## config.mk

```make
export PLATFORM = sky130hd
export DESIGN_NAME = keypad_scan_ctrl
export DESIGN_NICKNAME = d
export VERILOG_FILES = /design/src/rtl/keypad_scan_ctrl.sv
export SDC_FILE = /design/constraint.sdc
export NUM_CORES = 1
export LEC_CHECK = 0
export ABC_AREA = 1
export CAP_MARGIN = 20
export CELL_PAD_IN_SITES_DETAIL_PLACEMENT = 0
export CELL_PAD_IN_SITES_GLOBAL_PLACEMENT = 1
export CORE_MARGIN = 3
export CORE_UTILIZATION = 35
export CTS_CLUSTER_DIAMETER = 60
export DETAILED_ROUTE_END_ITERATION = 12
export PLACE_DENSITY = 0.81
export SYNTH_ARGS = -nofsm -noshare
export SYNTH_HDL_FRONTEND = slang
export SYNTH_SLANG_ARGS = --single-unit
```

## constraint.sdc

```tcl
create_clock -name clk -period 1.5 [get_ports clk]
set_input_delay 0.45 -clock clk [delete_from_list [all_inputs] [get_ports clk]]
set_output_delay 0.45 -clock clk [all_outputs]
set_load 0.05 [all_outputs]
```

## src/rtl/keypad_scan_ctrl.sv

```systemverilog
// ROWS x COLS matrix keypad scanner: row synchroniser, press/release debounce, valid/ready code output.
// Define KEYPAD_AUTOREPEAT_EN to re-present a held key every REPEAT_CYCLES cycles.
module keypad_scan_ctrl #(
  parameter int ROWS            = 4,
  parameter int COLS            = 4,
  parameter int DEBOUNCE_CYCLES = 8,
  parameter int SETTLE_CYCLES   = 1,
  parameter int REPEAT_CYCLES   = 1000,
  localparam int CW             = $clog2(ROWS*COLS)
) (
  input  logic            clk,
  input  logic            reset,
  input  logic [ROWS-1:0] row_in,
  output logic [COLS-1:0] col_out,
  output logic [CW-1:0]   code,
  output logic            valid,
  input  logic            ready,
  output logic            overflow
);
  localparam int RIW       = $clog2(ROWS);
  localparam int CIW       = $clog2(COLS);
  localparam int DW        = $clog2(DEBOUNCE_CYCLES + 1);
  localparam int SW        = $clog2(SETTLE_CYCLES + 2);
  localparam int SAMPLE_AT = SETTLE_CYCLES + 1;

  typedef enum logic [1:0] {S_IDLE, S_SCAN, S_EMIT, S_HOLD} state_t;

  state_t          r_state, w_state_next;
  logic [ROWS-1:0] r_sync1, r_row_s;
  logic [DW-1:0]   r_deb_cnt, w_deb_cnt_next;
  logic [SW-1:0]   r_set_cnt, w_set_cnt_next;
  logic [CIW-1:0]  r_col, w_col_next;
  logic [RIW-1:0]  r_row, w_row_next;
  logic [CW-1:0]   r_code, w_code_next;
  logic            r_valid, w_valid_next;
  logic            r_ovf, w_ovf_next;

  logic            w_any;
  logic            w_deb_done;
  logic            w_set_done;
  logic            w_last_col;
  logic [RIW-1:0]  w_low_row;
  logic [COLS-1:0] w_col_onehot;
  logic [CW-1:0]   w_new_code;

`ifdef KEYPAD_AUTOREPEAT_EN
  localparam int RW = $clog2(REPEAT_CYCLES + 1);
  logic [RW-1:0]   r_rep_cnt, w_rep_cnt_next;
  logic            w_rep_done;
  assign w_rep_done = (32'(r_rep_cnt) + 1) >= REPEAT_CYCLES;
`endif

  assign w_any        = |r_row_s;
  assign w_deb_done   = (32'(r_deb_cnt) + 1) == DEBOUNCE_CYCLES;
  assign w_set_done   = (r_set_cnt == SW'(SAMPLE_AT));
  assign w_last_col   = (r_col == CIW'(COLS - 1));
  assign w_col_onehot = COLS'(1) << r_col;
  assign w_new_code   = CW'(32'(r_row) * COLS + 32'(r_col));

  assign code     = r_code;
  assign valid    = r_valid;
  assign overflow = r_ovf;

  // Lowest asserted row wins when several rows answer the same column.
  always_comb begin
    w_low_row = '0;
    for (int i = ROWS - 1; i >= 0; i--) begin
      if (r_row_s[i]) w_low_row = RIW'(i);
    end
  end

  always_comb begin
    w_state_next   = r_state;
    w_deb_cnt_next = r_deb_cnt;
    w_set_cnt_next = r_set_cnt;
    w_col_next     = r_col;
    w_row_next     = r_row;
    w_code_next    = r_code;
    w_valid_next   = r_valid;
    w_ovf_next     = r_ovf;
`ifdef KEYPAD_AUTOREPEAT_EN
    w_rep_cnt_next = r_rep_cnt;
`endif
    col_out        = '1;

    if (r_valid && ready) w_valid_next = 1'b0;

    case (r_state)
      S_IDLE: begin
        if (w_any) begin
          if (w_deb_done) begin
            w_state_next   = S_SCAN;
            w_deb_cnt_next = '0;
            w_col_next     = '0;
            w_set_cnt_next = '0;
          end else begin
            w_deb_cnt_next = r_deb_cnt + DW'(1);
          end
        end else begin
          w_deb_cnt_next = '0;
        end
      end

      // Settle window covers the column change propagating through the row synchroniser.
      S_SCAN: begin
        col_out = w_col_onehot;
`ifdef KEYPAD_AUTOREPEAT_EN
        w_rep_cnt_next = '0;
`endif
        if (!w_set_done) begin
          w_set_cnt_next = r_set_cnt + SW'(1);
        end else if (w_any) begin
          w_row_next   = w_low_row;
          w_state_next = S_EMIT;
        end else if (w_last_col) begin
          w_state_next = S_IDLE;
        end else begin
          w_col_next     = r_col + CIW'(1);
          w_set_cnt_next = '0;
        end
      end

      S_EMIT: begin
        col_out        = w_col_onehot;
        w_state_next   = S_HOLD;
        w_deb_cnt_next = '0;
        if (!r_valid || ready) begin
          w_code_next  = w_new_code;
          w_valid_next = 1'b1;
        end else begin
          w_ovf_next = 1'b1;
        end
`ifdef KEYPAD_AUTOREPEAT_EN
        // The emit cycle counts toward the repeat interval so repeats land exactly REPEAT_CYCLES apart.
        w_rep_cnt_next = w_rep_done ? '0 : r_rep_cnt + RW'(1);
`endif
      end

      S_HOLD: begin
        if (!w_any) begin
          if (w_deb_done) begin
            w_state_next   = S_IDLE;
            w_deb_cnt_next = '0;
          end else begin
            w_deb_cnt_next = r_deb_cnt + DW'(1);
          end
        end else begin
          w_deb_cnt_next = '0;
`ifdef KEYPAD_AUTOREPEAT_EN
          if (w_rep_done) begin
            w_rep_cnt_next = '0;
            w_state_next   = S_EMIT;
          end else begin
            w_rep_cnt_next = r_rep_cnt + RW'(1);
          end
`endif
        end
      end

      default: w_state_next = S_IDLE;
    endcase
  end

  always_ff @(posedge clk) begin
    if (reset) begin
      r_sync1   <= '0;
      r_row_s   <= '0;
      r_state   <= S_IDLE;
      r_deb_cnt <= '0;
      r_set_cnt <= '0;
      r_col     <= '0;
      r_row     <= '0;
      r_code    <= '0;
      r_valid   <= 1'b0;
      r_ovf     <= 1'b0;
`ifdef KEYPAD_AUTOREPEAT_EN
      r_rep_cnt <= '0;
`endif
    end else begin
      r_sync1   <= row_in;
      r_row_s   <= r_sync1;
      r_state   <= w_state_next;
      r_deb_cnt <= w_deb_cnt_next;
      r_set_cnt <= w_set_cnt_next;
      r_col     <= w_col_next;
      r_row     <= w_row_next;
      r_code    <= w_code_next;
      r_valid   <= w_valid_next;
      r_ovf     <= w_ovf_next;
`ifdef KEYPAD_AUTOREPEAT_EN
      r_rep_cnt <= w_rep_cnt_next;
`endif
    end
  end

endmodule

```

==> metrics.cfg <==
[die]
die_x_microns=67.76
num_rows=21
core-area_sq_um=3495
die-height_microns=67.76
initial_core_util_pct=38.20
dieArea_sq_um=4591
ios=17

[logic_synthesis]
synth_edf_count=0
yosysUniqueCellTypes=22
avgSynthCellArea_sq_um=7.178
yosys.area.top_type=dfxtp_1
syn_area_sq_um=1335
synthArstFlopShare_pct=0
synthFlopType=dfxtp_1
synthCells=186
synth_seq_cells=26
syn-num-nets=204
synth_top_area_share_pct=38.99
ys_seq_area_share_pct=38.99
ys_top_cells_by_count=inv_1 (35), nand2_1 (35), dfxtp_1 (26), nor2_1 (26), a21oi_1 (12)
synth.top_cells.by_area=dfxtp_1 (39%), ha_1 (10%), inv_1 (9.8%), nand2_1 (9.8%), nor2_1 (7.3%)
yosys_warnings=0

[place]
hpwl_microns=2251
portBuffers=16
gp_congestion=0.8742
place_ws_ps=-34.86
post_dp_cell_area_sq_um=1842

[timing]
maxSlewHeadroom_pct=82.56
slew_viol_final=0
setup_tns_ps=-788.3
clock_skew_ps=1.259
period_needed_ps=1663
setup_viol=8
worstMarginPinSlew_ps=261.6
timing.hold.ws_ps=405.7
setup_ws_ps=-163.4
max_freq_mhz=601.2
hold_violations=0
rsz0062_at_grt=true
fin_crit_sh_pct=110.9

[cts]
cts_buffers=3
clk_latency_ps=270
clockBufferDepth=2
clk_pin_slew_ps=90
h-tree-depth=1
cts_tree=yes
clkSinkCount=26
cts-root-buf=clkbuf_8
cts_hold_buffers=0

[detailed_routing]
drc_errors=0
first_iter_violations=18
final_antenna_net_count=0
avgViaCountPerCell=4.476
num_vias=1222
dr.pass1.iters=4
wire_per_inst_microns=10.89
routed_wl_microns=2972

[setup_path]
critPathMaxStageDelay_ps=350
crit_slowest_cell=dfxtp_2
path_cells=inv_2 -> ha_4 -> nand2_4 -> buf_12
path_buf_inv=2
cp_top_family=flip-flops
cp-end-kind=primary output
start_kind=flip-flop
crit_fanout=4
worstPathRequired_ps=1050
crit_type=flip-flop to primary output
arrival_ps=1210

[global_route]
grt_usage_pct=15.42
grt_pass1_vias=1266
grt_pass1_wl_microns=5257
antenna_found_initial=0
grt_overflow=0
grt_max_degree=15

[power]
p_leak_nw=0.8993
power.density_nw_per_um2=640.6
peakVddDrop_uv=431.4

[outcome]
violations=negative setup slack
status=finished, violations left

[finish]
diodes=0
finalInstanceArea_sq_um=1974
syn2layout_area_growth_pct=47.89
nFillCells=301
drive_gt1_share_pct=34.80
fin_nets=246

[hold_path]
hold_path.class=flip-flop to flip-flop

[run]
max-cap-violations=0

logic make-up (layout without fill, tap and decap cells):
group,count (synthesis),after routing,synth area share (%)
AO/OA/AOI/OAI,26,26,10.03
buffers and inverters,40,81,11.34
flip-flops,26,26,38.99
AND/OR/NAND/NOR,83,83,29.33
adder cells (fa/ha/maj),11,11,10.31
timing repair:
action / in CTS / in global routing
pin swaps: 7 / 6
gates resized for setup: 15 / 12
setup buffers: 4 / 0
endpoints found under the setup margin: 9 / 19
gates cloned: 0 / 0
path summary, 6_finish.rpt:
check,from,end,slack [ps],depth (start not counted)
max,r_state[0]$_SDFFE_PP0P_,col_out[2],-160,4
min reg2reg,r_sync1[3]$_SDFF_PP0_,r_row_s[3]$_SDFF_PP0_,410,2
min,r_sync1[3]$_SDFF_PP0_,r_row_s[3]$_SDFF_PP0_,410,2
max reg2reg,r_state[0]$_SDFFE_PP0P_,r_deb_cnt[3]$_SDFFE_PP0P_,-80,11
where the power goes:
| group | leakage (nW) | internal [mW] | switching, mW |
|---|---|---|---|
| Combinational | 0.657 | 0.0453 | 0.0575 |
| Sequential | 0.214 | 0.701 | 0.00614 |
| Clock | 0.0288 | 0.235 | 0.220 |
layout make-up:
| type | instances | area (sq um) | area share, % |
|---|---|---|---|
| Sequential cell | 26 | 528.0 | 26.74 |
| Multi-Input combinational cell | 120 | 742.0 | 37.58 |
| Inverter | 38 | 142.6 | 7.224 |
| Tap cell | 46 | 57.56 | 2.915 |
| Timing Repair Buffer | 39 | 449.2 | 22.75 |
| Clock buffer | 4 | 55.05 | 2.788 |
flip-flops by register name (all words and copies together), names as in the netlist, named ones only:
name       count
code           4
overflow       1
r_col          2
r_deb_cnt      4
r_row          2
r_row_s        4
r_set_cnt      2
r_state        1
r_sync1        4
valid          1
per-stage QoR:
stage          power (mW)  cells  util, %
2_1_floorplan      0.7767    186        -
3_3_place_gp       0.8158    265    52.70
3_5_place_dp       0.8197    265    52.70
4_1_cts             1.274    273    55.75
5_1_grt             1.325    273    56.50
6_report            1.265    273    56.50
cells in the final DEF, fill, tap and decap left out, types with 3 or more instances in the layout:
master and count:
dfxtp_2 3, clkdlybuf4s50_1 6, nand2_1 28, nor3_1 3, inv_2 10, nand2_2 6
o21ai_0 5, nand3_2 5, clkbuf_8 4, nor2_1 26, nand2_4 4, buf_4 21
a21oi_1 10, ha_1 7, o21ai_1 6, dfxtp_1 22, nor2_2 3, buf_12 11
nand3_1 3, ha_2 3, inv_1 28
metal layers:
| layer | wire, microns | part of all wire, % | global-route usage [%] | up-vias |
|---|---|---|---|---|
| li1 | - | - | - | 650 |
| met1 | 1311 | 44 | 16.90 | 551 |
| met2 | 1492 | 50 | 27.46 | 17 |
| met3 | 105 | 3.5 | 3.161 | 4 |
| met4 | 63 | 2.1 | 8.354 | 0 |
| met5 | 0 | 0 | 0 | - |
worst min-delay path, stage by stage (launching register included):
cell	delay (ps)
dfxtp_1	300
inv_1	40
nor2_1	30
Note: power is estimated with default switching activity, not from simulation.
